===== src/rtl/data_mem_arb_pkg.sv =====
// -----------------------------------------------------------------------------
// data_mem_arb_pkg
// Shared definitions for the two-port data-memory arbiter.
//   arb_state_e         : arbiter ownership state (IDLE / OWN0 / OWN1).
//   WORD_LSB            : number of byte-offset bits in a word address.
//   DEFAULT_DEPTH_WORDS : default memory depth in 32-bit words.
//   DEFAULT_MAX_BURST   : default consecutive-grant limit under contention.
//   BURST_W             : width of the burst counter (holds up to 15).
// -----------------------------------------------------------------------------
package data_mem_arb_pkg;

  // The 2-bit encoding leaves 2'b11 unused; the arbiter treats it as illegal
  // and returns to IDLE.
  typedef enum logic [1:0] {
    IDLE = 2'd0,
    OWN0 = 2'd1,
    OWN1 = 2'd2
  } arb_state_e;

  localparam int WORD_LSB            = 2;
  localparam int DEFAULT_DEPTH_WORDS = 256;
  localparam int DEFAULT_MAX_BURST   = 4;
  localparam int BURST_W             = 4;

endpackage


===== src/rtl/data_mem_arbiter_if.sv =====
// -----------------------------------------------------------------------------
// data_mem_arbiter_if
// Request/response bundle for one port of the data-memory arbiter.
//   req, we, addr, wdata : request side.
//                          The requester holds them stable until gnt.
//   gnt                  : combinational grant; the access happens this cycle.
//   rvalid, rdata, err   : registered one-cycle response.
// Modports:
//   master : the requester (CPU load/store path or DMA loader).
//   slave  : the arbiter.
// -----------------------------------------------------------------------------
interface data_mem_arbiter_if;

  logic        req;
  logic        we;
  logic [31:0] addr;
  logic [31:0] wdata;
  logic        gnt;
  logic        rvalid;
  logic [31:0] rdata;
  logic        err;

  modport master (
    output req, we, addr, wdata,
    input  gnt, rvalid, rdata, err
  );

  modport slave (
    input  req, we, addr, wdata,
    output gnt, rvalid, rdata, err
  );

endinterface


===== src/rtl/dmem_addr_check.sv =====
// -----------------------------------------------------------------------------
// dmem_addr_check
// Combinational legality check for a byte address into the data memory.
//   addr    : byte address from a requesting port.
//   illegal : 1 when the address is not word aligned or lies past the last
//             word (word index >= DEPTH_WORDS).
// -----------------------------------------------------------------------------
module dmem_addr_check
  import data_mem_arb_pkg::*;
#(
  parameter int DEPTH_WORDS = DEFAULT_DEPTH_WORDS
) (
  input  logic [31:0] addr,
  output logic        illegal
);

  logic misaligned;
  logic out_of_range;

  assign misaligned   = (addr[WORD_LSB-1:0] != '0);
  assign out_of_range = (32'(addr[31:WORD_LSB]) >= 32'(DEPTH_WORDS));
  assign illegal      = misaligned | out_of_range;

endmodule


===== src/rtl/data_mem_arbiter.sv =====
// -----------------------------------------------------------------------------
// data_mem_arbiter
// Shares one single-port data memory between port 0 (CPU load/store) and
// port 1 (test/DMA loader). Arbitration is round-robin, and an owner may keep
// at most MAX_BURST consecutive grants while the other port waits.
// Misaligned and out-of-range accesses are still granted, but they never
// touch memory and respond with err=1. Every grant produces a registered
// response pulse one cycle later.
//   clk, rst_n      : clock and asynchronous active-low reset.
//   p0, p1          : port bundles (slave side).
//   mem_write       : write enable to memory; gated by reset and legality.
//   mem_address     : byte address of the granted port, 0 when idle.
//   mem_write_data  : write data of the granted port, 0 when idle.
//   mem_read_data   : combinational read data from memory.
// -----------------------------------------------------------------------------
module data_mem_arbiter
  import data_mem_arb_pkg::*;
#(
  parameter int DEPTH_WORDS = DEFAULT_DEPTH_WORDS,
  parameter int MAX_BURST   = DEFAULT_MAX_BURST
) (
  input  logic                clk,
  input  logic                rst_n,
  data_mem_arbiter_if.slave   p0,
  data_mem_arbiter_if.slave   p1,
  output logic                mem_write,
  output logic [31:0]         mem_address,
  output logic [31:0]         mem_write_data,
  input  logic [31:0]         mem_read_data
);

  localparam logic [BURST_W-1:0] BURST_MAX = BURST_W'(MAX_BURST);
  localparam logic [BURST_W-1:0] BURST_ONE = BURST_W'(1);

  arb_state_e         state_q, state_d;
  logic [BURST_W-1:0] burst_cnt_q, burst_cnt_d;
  logic               last_port_q, last_port_d;

  logic               rvalid0_q, rvalid0_d, rvalid1_q, rvalid1_d;
  logic [31:0]        rdata0_q, rdata0_d, rdata1_q, rdata1_d;
  logic               err0_q, err0_d, err1_q, err1_d;

  logic               illegal0, illegal1;
  logic               grant0, grant1;   // arbitration result before reset gating
  logic               gnt0, gnt1;

  dmem_addr_check #(.DEPTH_WORDS(DEPTH_WORDS)) u_chk0 (
    .addr    (p0.addr),
    .illegal (illegal0)
  );

  dmem_addr_check #(.DEPTH_WORDS(DEPTH_WORDS)) u_chk1 (
    .addr    (p1.addr),
    .illegal (illegal1)
  );

  // Arbitration and next-state logic.
  // NOTE: every variable gets a default at the top of the always_comb, so no
  // path leaves one unassigned and no latch is inferred.
  always_comb begin
    state_d     = state_q;
    burst_cnt_d = burst_cnt_q;
    last_port_d = last_port_q;
    grant0      = 1'b0;
    grant1      = 1'b0;

    case (state_q)
      IDLE: begin
        // Under contention, the port that was not served last wins.
        if (p0.req && (!p1.req || last_port_q)) grant0 = 1'b1;
        else if (p1.req)                        grant1 = 1'b1;
      end
      OWN0: begin
        if (p0.req && (burst_cnt_q < BURST_MAX || !p1.req)) grant0 = 1'b1;
        else if (p1.req)                                    grant1 = 1'b1;
      end
      OWN1: begin
        if (p1.req && (burst_cnt_q < BURST_MAX || !p0.req)) grant1 = 1'b1;
        else if (p0.req)                                    grant0 = 1'b1;
      end
      default: ;  // illegal encoding: no grant; falls through to IDLE below
    endcase

    // A re-grant to the current owner extends its burst; a grant to a new
    // owner starts a fresh burst of one.
    if (grant0) begin
      state_d     = OWN0;
      last_port_d = 1'b0;
      if (state_q != OWN0)              burst_cnt_d = BURST_ONE;
      else if (burst_cnt_q < BURST_MAX) burst_cnt_d = burst_cnt_q + BURST_ONE;
    end else if (grant1) begin
      state_d     = OWN1;
      last_port_d = 1'b1;
      if (state_q != OWN1)              burst_cnt_d = BURST_ONE;
      else if (burst_cnt_q < BURST_MAX) burst_cnt_d = burst_cnt_q + BURST_ONE;
    end else begin
      state_d     = IDLE;
      burst_cnt_d = '0;
    end
  end

  // While reset is held, requests must not produce grants or memory writes.
  assign gnt0   = grant0 & rst_n;
  assign gnt1   = grant1 & rst_n;
  assign p0.gnt = gnt0;
  assign p1.gnt = gnt1;

  always_comb begin
    mem_write      = 1'b0;
    mem_address    = '0;
    mem_write_data = '0;
    if (gnt0) begin
      mem_address    = p0.addr;
      mem_write_data = p0.wdata;
      mem_write      = p0.we & ~illegal0;
    end else if (gnt1) begin
      mem_address    = p1.addr;
      mem_write_data = p1.wdata;
      mem_write      = p1.we & ~illegal1;
    end
  end

  // Response capture: rdata/err hold until that port is granted again.
  // Writes and illegal accesses return zero data.
  always_comb begin
    rvalid0_d = gnt0;
    rvalid1_d = gnt1;
    rdata0_d  = rdata0_q;
    rdata1_d  = rdata1_q;
    err0_d    = err0_q;
    err1_d    = err1_q;
    if (gnt0) begin
      err0_d   = illegal0;
      rdata0_d = (!illegal0 && !p0.we) ? mem_read_data : '0;
    end
    if (gnt1) begin
      err1_d   = illegal1;
      rdata1_d = (!illegal1 && !p1.we) ? mem_read_data : '0;
    end
  end

  // NOTE: non-blocking assignments make every flop sample its _d value from
  // before the edge, regardless of statement order.
  always_ff @(posedge clk or negedge rst_n) begin
    if (!rst_n) begin
      state_q     <= IDLE;
      burst_cnt_q <= '0;
      last_port_q <= 1'b1;
      rvalid0_q   <= 1'b0;
      rvalid1_q   <= 1'b0;
      rdata0_q    <= '0;
      rdata1_q    <= '0;
      err0_q      <= 1'b0;
      err1_q      <= 1'b0;
    end else begin
      state_q     <= state_d;
      burst_cnt_q <= burst_cnt_d;
      last_port_q <= last_port_d;
      rvalid0_q   <= rvalid0_d;
      rvalid1_q   <= rvalid1_d;
      rdata0_q    <= rdata0_d;
      rdata1_q    <= rdata1_d;
      err0_q      <= err0_d;
      err1_q      <= err1_d;
    end
  end

  assign p0.rvalid = rvalid0_q;
  assign p1.rvalid = rvalid1_q;
  assign p0.rdata  = rdata0_q;
  assign p1.rdata  = rdata1_q;
  assign p0.err    = err0_q;
  assign p1.err    = err1_q;

endmodule


===== src/flat_wrapper.sv =====
// flat-port wrapper written by rule: the top's interface ports become plain ports
module data_mem_arbiter_flat import data_mem_arb_pkg::*;
#(
  parameter int DEPTH_WORDS = DEFAULT_DEPTH_WORDS,
  parameter int MAX_BURST   = DEFAULT_MAX_BURST
)
  (clk, rst_n, mem_write, mem_address, mem_write_data, mem_read_data, p0_req, p0_we, p0_addr, p0_wdata, p0_gnt, p0_rvalid, p0_rdata, p0_err, p1_req, p1_we, p1_addr, p1_wdata, p1_gnt, p1_rvalid, p1_rdata, p1_err);
  data_mem_arbiter_if p0_i ();
  data_mem_arbiter_if p1_i ();
  input  logic clk;
  input  logic rst_n;
  output logic mem_write;
  output logic [31:0] mem_address;
  output logic [31:0] mem_write_data;
  input  logic [31:0] mem_read_data;
  input wire logic [$bits(p0_i.req)-1:0] p0_req;
  input wire logic [$bits(p0_i.we)-1:0] p0_we;
  input wire logic [$bits(p0_i.addr)-1:0] p0_addr;
  input wire logic [$bits(p0_i.wdata)-1:0] p0_wdata;
  output wire logic [$bits(p0_i.gnt)-1:0] p0_gnt;
  output wire logic [$bits(p0_i.rvalid)-1:0] p0_rvalid;
  output wire logic [$bits(p0_i.rdata)-1:0] p0_rdata;
  output wire logic [$bits(p0_i.err)-1:0] p0_err;
  input wire logic [$bits(p1_i.req)-1:0] p1_req;
  input wire logic [$bits(p1_i.we)-1:0] p1_we;
  input wire logic [$bits(p1_i.addr)-1:0] p1_addr;
  input wire logic [$bits(p1_i.wdata)-1:0] p1_wdata;
  output wire logic [$bits(p1_i.gnt)-1:0] p1_gnt;
  output wire logic [$bits(p1_i.rvalid)-1:0] p1_rvalid;
  output wire logic [$bits(p1_i.rdata)-1:0] p1_rdata;
  output wire logic [$bits(p1_i.err)-1:0] p1_err;
  assign p0_i.req = p0_req;
  assign p0_i.we = p0_we;
  assign p0_i.addr = p0_addr;
  assign p0_i.wdata = p0_wdata;
  assign p0_gnt = p0_i.gnt;
  assign p0_rvalid = p0_i.rvalid;
  assign p0_rdata = p0_i.rdata;
  assign p0_err = p0_i.err;
  assign p1_i.req = p1_req;
  assign p1_i.we = p1_we;
  assign p1_i.addr = p1_addr;
  assign p1_i.wdata = p1_wdata;
  assign p1_gnt = p1_i.gnt;
  assign p1_rvalid = p1_i.rvalid;
  assign p1_rdata = p1_i.rdata;
  assign p1_err = p1_i.err;
  data_mem_arbiter #(.DEPTH_WORDS(DEPTH_WORDS), .MAX_BURST(MAX_BURST)) u_core (.clk(clk), .rst_n(rst_n), .p0(p0_i), .p1(p1_i), .mem_write(mem_write), .mem_address(mem_address), .mem_write_data(mem_write_data), .mem_read_data(mem_read_data));
endmodule

===== config.mk =====
export PLATFORM = sky130hd
export DESIGN_NAME = data_mem_arbiter_flat
export DESIGN_NICKNAME = d
export VERILOG_FILES = /design/src/rtl/data_mem_arb_pkg.sv /design/src/rtl/data_mem_arbiter_if.sv /design/src/rtl/dmem_addr_check.sv /design/src/rtl/data_mem_arbiter.sv /design/src/flat_wrapper.sv
export SDC_FILE = /design/constraint.sdc
export NUM_CORES = 1
export LEC_CHECK = 0
export BUFFER_PORTS_ARGS = -buffer_cell sky130_fd_sc_hd__buf_2
export CAP_MARGIN = 10
export CORE_MARGIN = 2
export CORE_UTILIZATION = 28
export CTS_CLUSTER_DIAMETER = 30
export DETAILED_ROUTE_END_ITERATION = 8
export PLACE_DENSITY_LB_ADDON = 0.2
export SLEW_MARGIN = 10
export SYNTH_ARGS = -nofsm -noshare
export SYNTH_HDL_FRONTEND = slang
export SYNTH_HIERARCHICAL = 1
export SYNTH_SLANG_ARGS = --single-unit

===== constraint.sdc =====
create_clock -name clk -period 2.2 [get_ports clk]
set_input_delay 0.33 -clock clk [delete_from_list [all_inputs] [get_ports clk]]
set_output_delay 0.33 -clock clk [all_outputs]
set_load 0.01 [all_outputs]

=== Word-level counts from Yosys, hierarchy flattened ===
Cells that the tools add are included.

* Bits of input ports: 166
* Word-level logic and storage cells: 70
* Bits in registers: 75

* $lt $le $gt $ge: 3
* Reduce and logical (&&, ||, !) cells: 18
* Bitwise gates (word level): 8
* Equal/unequal tests: 4
* Mux-type cells: 27
* Add/sub/neg operators: 1

{| class="wikitable"
|+ Operators with widths
! operator !! number
|-
| $mux W32 || 6
|-
| $ge A30 B9 Y1 const B || 2
|-
| $mux W4 || 5
|-
| $mux W1 || 12
|-
| $logic_not A1 Y1 || 6
|-
| $pmux W1 S3 || 2
|-
| $reduce_bool A2 Y1 || 3
|-
| $logic_and A1 B1 Y1 || 5
|-
| $add A4 B1 Y4 const B || 1
|-
| $and A1 B1 Y1 || 4
|-
| $lt A4 B3 Y1 const B || 1
|-
| $mux W2 || 2
|-
| $logic_or A1 B1 Y1 || 3
|-
| $eq A2 B1 Y1 const B || 1
|-
| $eq A2 B2 Y1 const B || 1
|-
| $logic_not A2 Y1 || 1
|-
| $ne A2 B1 Y1 const B || 1
|-
| $ne A2 B2 Y1 const B || 1
|-
| $not A1 Y1 || 2
|-
| $or A1 B1 Y1 || 2
|}

=== Logic depth before layout (Yosys ltp) ===
* Depth in word-level cells: 8
* Mapped depth: 7

=== Modules after synthesis ===
The synthesis kept the hierarchy.

{| class="wikitable"
|+ By module, submodules not included
! module !! cells each !! times used !! area each (µm²) !! sequential area each (µm²)
|-
| data_mem_arbiter || 378 || 1 || 3940.0 || 1878.1
|-
| dmem_addr_check || 8 || 2 || 51.3 || 0.0
|}

=== Worst setup path after synthesis ===
No wires, ideal clock.

* Kind: register -> output
* Start: register u_core.last_port_q
* End: output port mem_address[0]
* Cell stages (with the launch flop): 8
* Arrival: 1.630 ns
* Buffers on the path: 2
* Setup slack: 0.240 ns
* Data required time: 1.870 ns
* Cells stage by stage: dfstp_2 > nand2b_1 > a211oi_2 > o31ai_4 > inv_2 > buf_4 > buf_4 > a22o_1

* Cells in the longest elaborated chain, start to end: 7

{| class="wikitable"
|+ Ends and longest elaborated chain
! what !! RTL line !! RTL
|-
| start: declaration || data_mem_arbiter.sv:37 || <nowiki>logic last_port_q, last_port_d;</nowiki>
|-
| start signal: assignment || data_mem_arbiter.sv:158 || <nowiki>last_port_q <= last_port_d;</nowiki>
|-
| $logic_or A1 B1 Y1 (*) || data_mem_arbiter.sv:70 || <nowiki>if (p0.req && (!p1.req || last_port_q)) grant0 = 1'b1;</nowiki>
|-
| $logic_and A1 B1 Y1 (*) || data_mem_arbiter.sv:70 ||
|-
| $mux W1 || data_mem_arbiter.sv:70 ||
|-
| $pmux W1 S3 || data_mem_arbiter.sv:67 || <nowiki>case (state_q)</nowiki>
|-
| $and A1 B1 Y1 || data_mem_arbiter.sv:104 || <nowiki>assign gnt1 = grant1 & rst_n;</nowiki>
|-
| $mux W32 || data_mem_arbiter.sv:116 || <nowiki>end else if (gnt1) begin</nowiki>
|-
| $mux W32 (*) || data_mem_arbiter.sv:112 || <nowiki>if (gnt0) begin</nowiki>
|-
| end: declaration || flat_wrapper.sv:13 || <nowiki>output logic [31:0] mem_address;</nowiki>
|}

Every way passes the cells marked *; elsewhere a longest branch is shown, timed or not.

=== Worst setup path in the final report ===
* Start: register u_core.burst_cnt_q[2]
* End: output port mem_write_data[13]

* Cells in the longest elaborated chain, start to end: 8

{| class="wikitable"
|+ Ends and longest elaborated chain
! what !! RTL line !! RTL
|-
| start: declaration || data_mem_arbiter.sv:36 || <nowiki>logic [BURST_W-1:0] burst_cnt_q, burst_cnt_d;</nowiki>
|-
| start signal: assignment || data_mem_arbiter.sv:157 || <nowiki>burst_cnt_q <= burst_cnt_d;</nowiki>
|-
| $lt A4 B3 Y1 (*) || data_mem_arbiter.sv:74, data_mem_arbiter.sv:78 ||
|-
| $logic_or A1 B1 Y1, on equally long branches || data_mem_arbiter.sv:78, data_mem_arbiter.sv:74 ||
|-
| $logic_and A1 B1 Y1, on equally long branches || data_mem_arbiter.sv:78, data_mem_arbiter.sv:74 ||
|-
| $mux W1, on equally long branches || data_mem_arbiter.sv:78, data_mem_arbiter.sv:74 ||
|-
| $pmux W1 S3 || data_mem_arbiter.sv:67 ||
|-
| $and A1 B1 Y1 || data_mem_arbiter.sv:104 ||
|-
| $mux W32 || data_mem_arbiter.sv:116 ||
|-
| $mux W32 (*) || data_mem_arbiter.sv:112 ||
|-
| end: declaration || flat_wrapper.sv:14 || <nowiki>output logic [31:0] mem_write_data;</nowiki>
|}

Marked as above.

==> results.cfg <==
[place]
port-buffer-count = 300
preCtsSetupSlack_ns = 0.05036
place_inst = 858
dp_hpwl_um = 13060
place.gp.congestion = 0.8725

[die]
core_sq_mm = 0.01399
start_util_pct = 28.90
io_pins = 301
die_x_um = 124.2
die_h_um = 124.2
dieArea_sq_mm = 0.01542
row_count = 43

[job]
maxCapViolations = 0

[sta]
fin_ws_ns = -0.1989
hold_viol = 0
slew_headroom_pct = 68.37
hold_ws_ns = 0.04575
fin_tns_setup_ns = -10.67
rsz0062_at_grt = yes
final.period_utilization_pct = 109.0
slew_viol_final = 0
post-route-min-period_ns = 2.399
fmax_ghz = 0.4169
skew_ns = 0.006619
tightest_slew_ns = 0.4745
setup_violations = 66

[yosys]
synthTopCellsByArea = dfrtp_1, a22o_1, mux2i_1
synth_mux_area_share_pct = 8.480
synth-xor-area-share_pct = 0.2167
synth-simple-area-share_pct = 11.98
syn_area_sq_mm = 0.004043
synth_area_leader_cell = dfrtp_1
synth_top_family_by_area = compound AO/OA/AOI/OAI gates
syn-num-nets = 561
ys_seq_area_share_pct = 46.46
synthAdderAreaFrac_pct = 0.3095
synth_compound_area_share_pct = 24.42
yosysWarnings = 6
avgSynthCellArea_sq_um = 10.26
synth_top_area_share_pct = 45.81
netlist_instances = 394
synthDistinctLibCells = 39
ys_ff_latch = 75

[routing]
drc = 0
via_per_inst = 5.072
drt_iter0_markers = 180
drtPass1Iterations = 5
ant_nets = 0
drt_wl_total_um = 18490
wl_per_cell_um = 20.50
vias = 4575

[layout]
final-seq-area_sq_mm = 0.001881
finalNetCount = 875
final_common_cell = buf_2
multi_input_area_sq_mm = 0.001936
fillers = 1327
drive_above_1_share_pct = 52.45
fin_cells = 902
area_growth_pct = 66.39
final_cell_mix = buf_2, dfrtp_1, a22o_1
finish.utilization_pct = 48.09

[clock_tree]
h-tree-depth = 3
clk_pin_slew_worst_paths_ns = 0.06
cts.sinks = 75
clockRootBuffer = clkbuf_16
cts_buffer_depth = 2
clock_latency_ns = 0.32
cts_made_buffers = 9
cts_tree = built

[grt]
grt_pass1_wl_um = 26400
grt_usage_pct = 23.25
grt_max_degree = 99
busiest_layer = met2
use_met3_pct = 6.685
grt_overflow = 0
grt_pass1_vias = 4533
use_met1_pct = 25.97
antenna_found_initial = 9
met2_usage_pct = 38.56

[worst_setup_path]
crit_path_max_incr_delay_ns = 0.42
cp.arrival_ns = 2.07
critical_path_class = register to output port
crit_required_ns = 1.87
crit_path_end_kind = output port
crit_path_max_fanout = 8
critPathTopFamily = compound AO/OA/AOI/OAI gates
path_cells = o21ai_2, a21oi_2, o31ai_4, inv_4, buf_12, clkbuf_16, a22o_1, buf_2
slowest_stage = dfrtp_1
cp.buffers_inverters = 4
cp-start-kind = register

[power_and_ir_drop]
swShare_pct = 33.21
intPower_mw = 3.807
peakVddDrop_mv = 0.3070
clkPwrFrac_pct = 27.9
p_switching_mw = 1.893
power_frac_seq_pct = 26.6
p_leak_nw = 3.413
cellPowerDensity_mw_per_mm2 = 847.4
p_comb_share_pct = 45.4

[worst_hold_path]
holdCritPathClass = input pin to asynchronous set/reset pin

[status]
status = finished, violations left
violations = negative setup slack
-- power groups by stage --
stage | logic, mW | clock network (mW) | registers (mW)
2_1_floorplan | 1.14 | 0 | 1.51
3_5_place_dp | 1.99 | 0 | 1.52
5_1_grt | 2.75 | 1.70 | 1.52
4_1_cts | 2.46 | 1.64 | 1.51
3_3_place_gp | 1.97 | 0 | 1.52
6_report | 2.59 | 1.59 | 1.52
-- final cells by class --
cell class              count  share of cell area [%]
repair buffers            337                   32.59
multi-input cells         248                   28.78
flip-flops and latches     75                   27.96
clock buffers              12                   3.813
well taps                 180                   3.348
inverters                  37                   2.102
clock inverters             4                   1.079
diodes                      9                  0.3348
-- timing repair --
item	CTS	global route
pin swaps	10	4
endpoints found under the hold margin	8	0
hold buffers	1	0
setup buffers	8	1
gates cloned	7	3
endpoints found under the setup margin	67	67
gates resized for setup	39	9
-- sequential cells by signal, indices dropped and copies added (netlist names) --
| name | flops |
|---|---|
| u_core/burst_cnt_q | 4 |
| u_core/last_port_q | 1 |
| u_core/p0.err | 1 |
| u_core/p0.rdata | 32 |
| u_core/p0.rvalid | 1 |
| u_core/p1.err | 1 |
| u_core/p1.rdata | 32 |
| u_core/p1.rvalid | 1 |
| u_core/state_q | 2 |
-- kinds of logic (layout without fill, tap and decap cells) --
| logic type | after synthesis | count (layout) |
|---|---|---|
| compound gates | 113 | 113 |
| xor+xnor | 1 | 1 |
| simple gates | 99 | 99 |
| mux | 34 | 34 |
| fa+ha+maj | 1 | 1 |
| buf+inv | 71 | 390 |
| flops | 75 | 75 |
| other cells | 0 | 9 |
-- cell usage after synthesis --
| master | n |
|---|---|
| buf_2 | 11 |
| buf_6 | 3 |
| dfrtp_1 | 74 |
| ha_1 | 1 |
| mux2i_1 | 32 |
| inv_1 | 36 |
| clkbuf_1 | 13 |
| a2bb2oi_1 | 1 |
| xnor2_1 | 1 |
| o31ai_4 | 1 |
| and4_1 | 2 |
| buf_4 | 7 |
| nor4_1 | 12 |
| a211oi_2 | 1 |
| o21ai_1 | 1 |
| dfstp_2 | 1 |
| and3_1 | 1 |
| nand2_1 | 35 |
| o22ai_1 | 1 |
| nor2b_1 | 1 |
| a21oi_2 | 1 |
| nor2_1 | 6 |
| a311oi_1 | 1 |
| nor3b_1 | 1 |
| o311ai_2 | 1 |
| a32o_1 | 1 |
| inv_2 | 1 |
| o211ai_1 | 1 |
| mux2_1 | 1 |
| o31a_1 | 1 |
| nand2b_1 | 4 |
| a22o_1 | 64 |
| a21oi_1 | 5 |
| nand3_1 | 34 |
| o2bb2ai_1 | 32 |
| o21a_1 | 1 |
| and4b_1 | 1 |
| mux2_2 | 1 |
| or2_2 | 2 |
-- path summary, 6_finish.rpt --
check | from | end | slack, ns | cells past startpoint
max in group asynchronous | rst_n | u_core/state_q[0] | 1.24 | 3
setup / recovery | u_core/burst_cnt_q[2] | mem_write_data[13] | -0.20 | 8
setup reg to reg | u_core/burst_cnt_q[2] | u_core/p1.err | 0.24 | 5
hold reg to reg | u_core/last_port_q | u_core/last_port_q | 0.48 | 2
min in group clk | mem_read_data[5] | u_core/p0.rdata[5] | 0.26 | 3
hold / removal | rst_n | u_core/p0.rdata[8] | 0.05 | 2
-- metal layers --
layer | wire length, um | share of wire [%]
met5 | 0 | 0
met4 | 648 | 3.5
met3 | 1421 | 7.7
met2 | 9647 | 52
met1 | 6777 | 37
-- per-stage QoR --
stage                     cell area [sq um]  total power, mW
final                                  6726            5.700
after floorplan                        4043            2.652
after detailed placement               5839            3.512
after CTS                              6595            5.621
after global placement                 5839            3.489
after global routing                   6726            5.984
No activity file was read; power rests on OpenSTA's default activity.
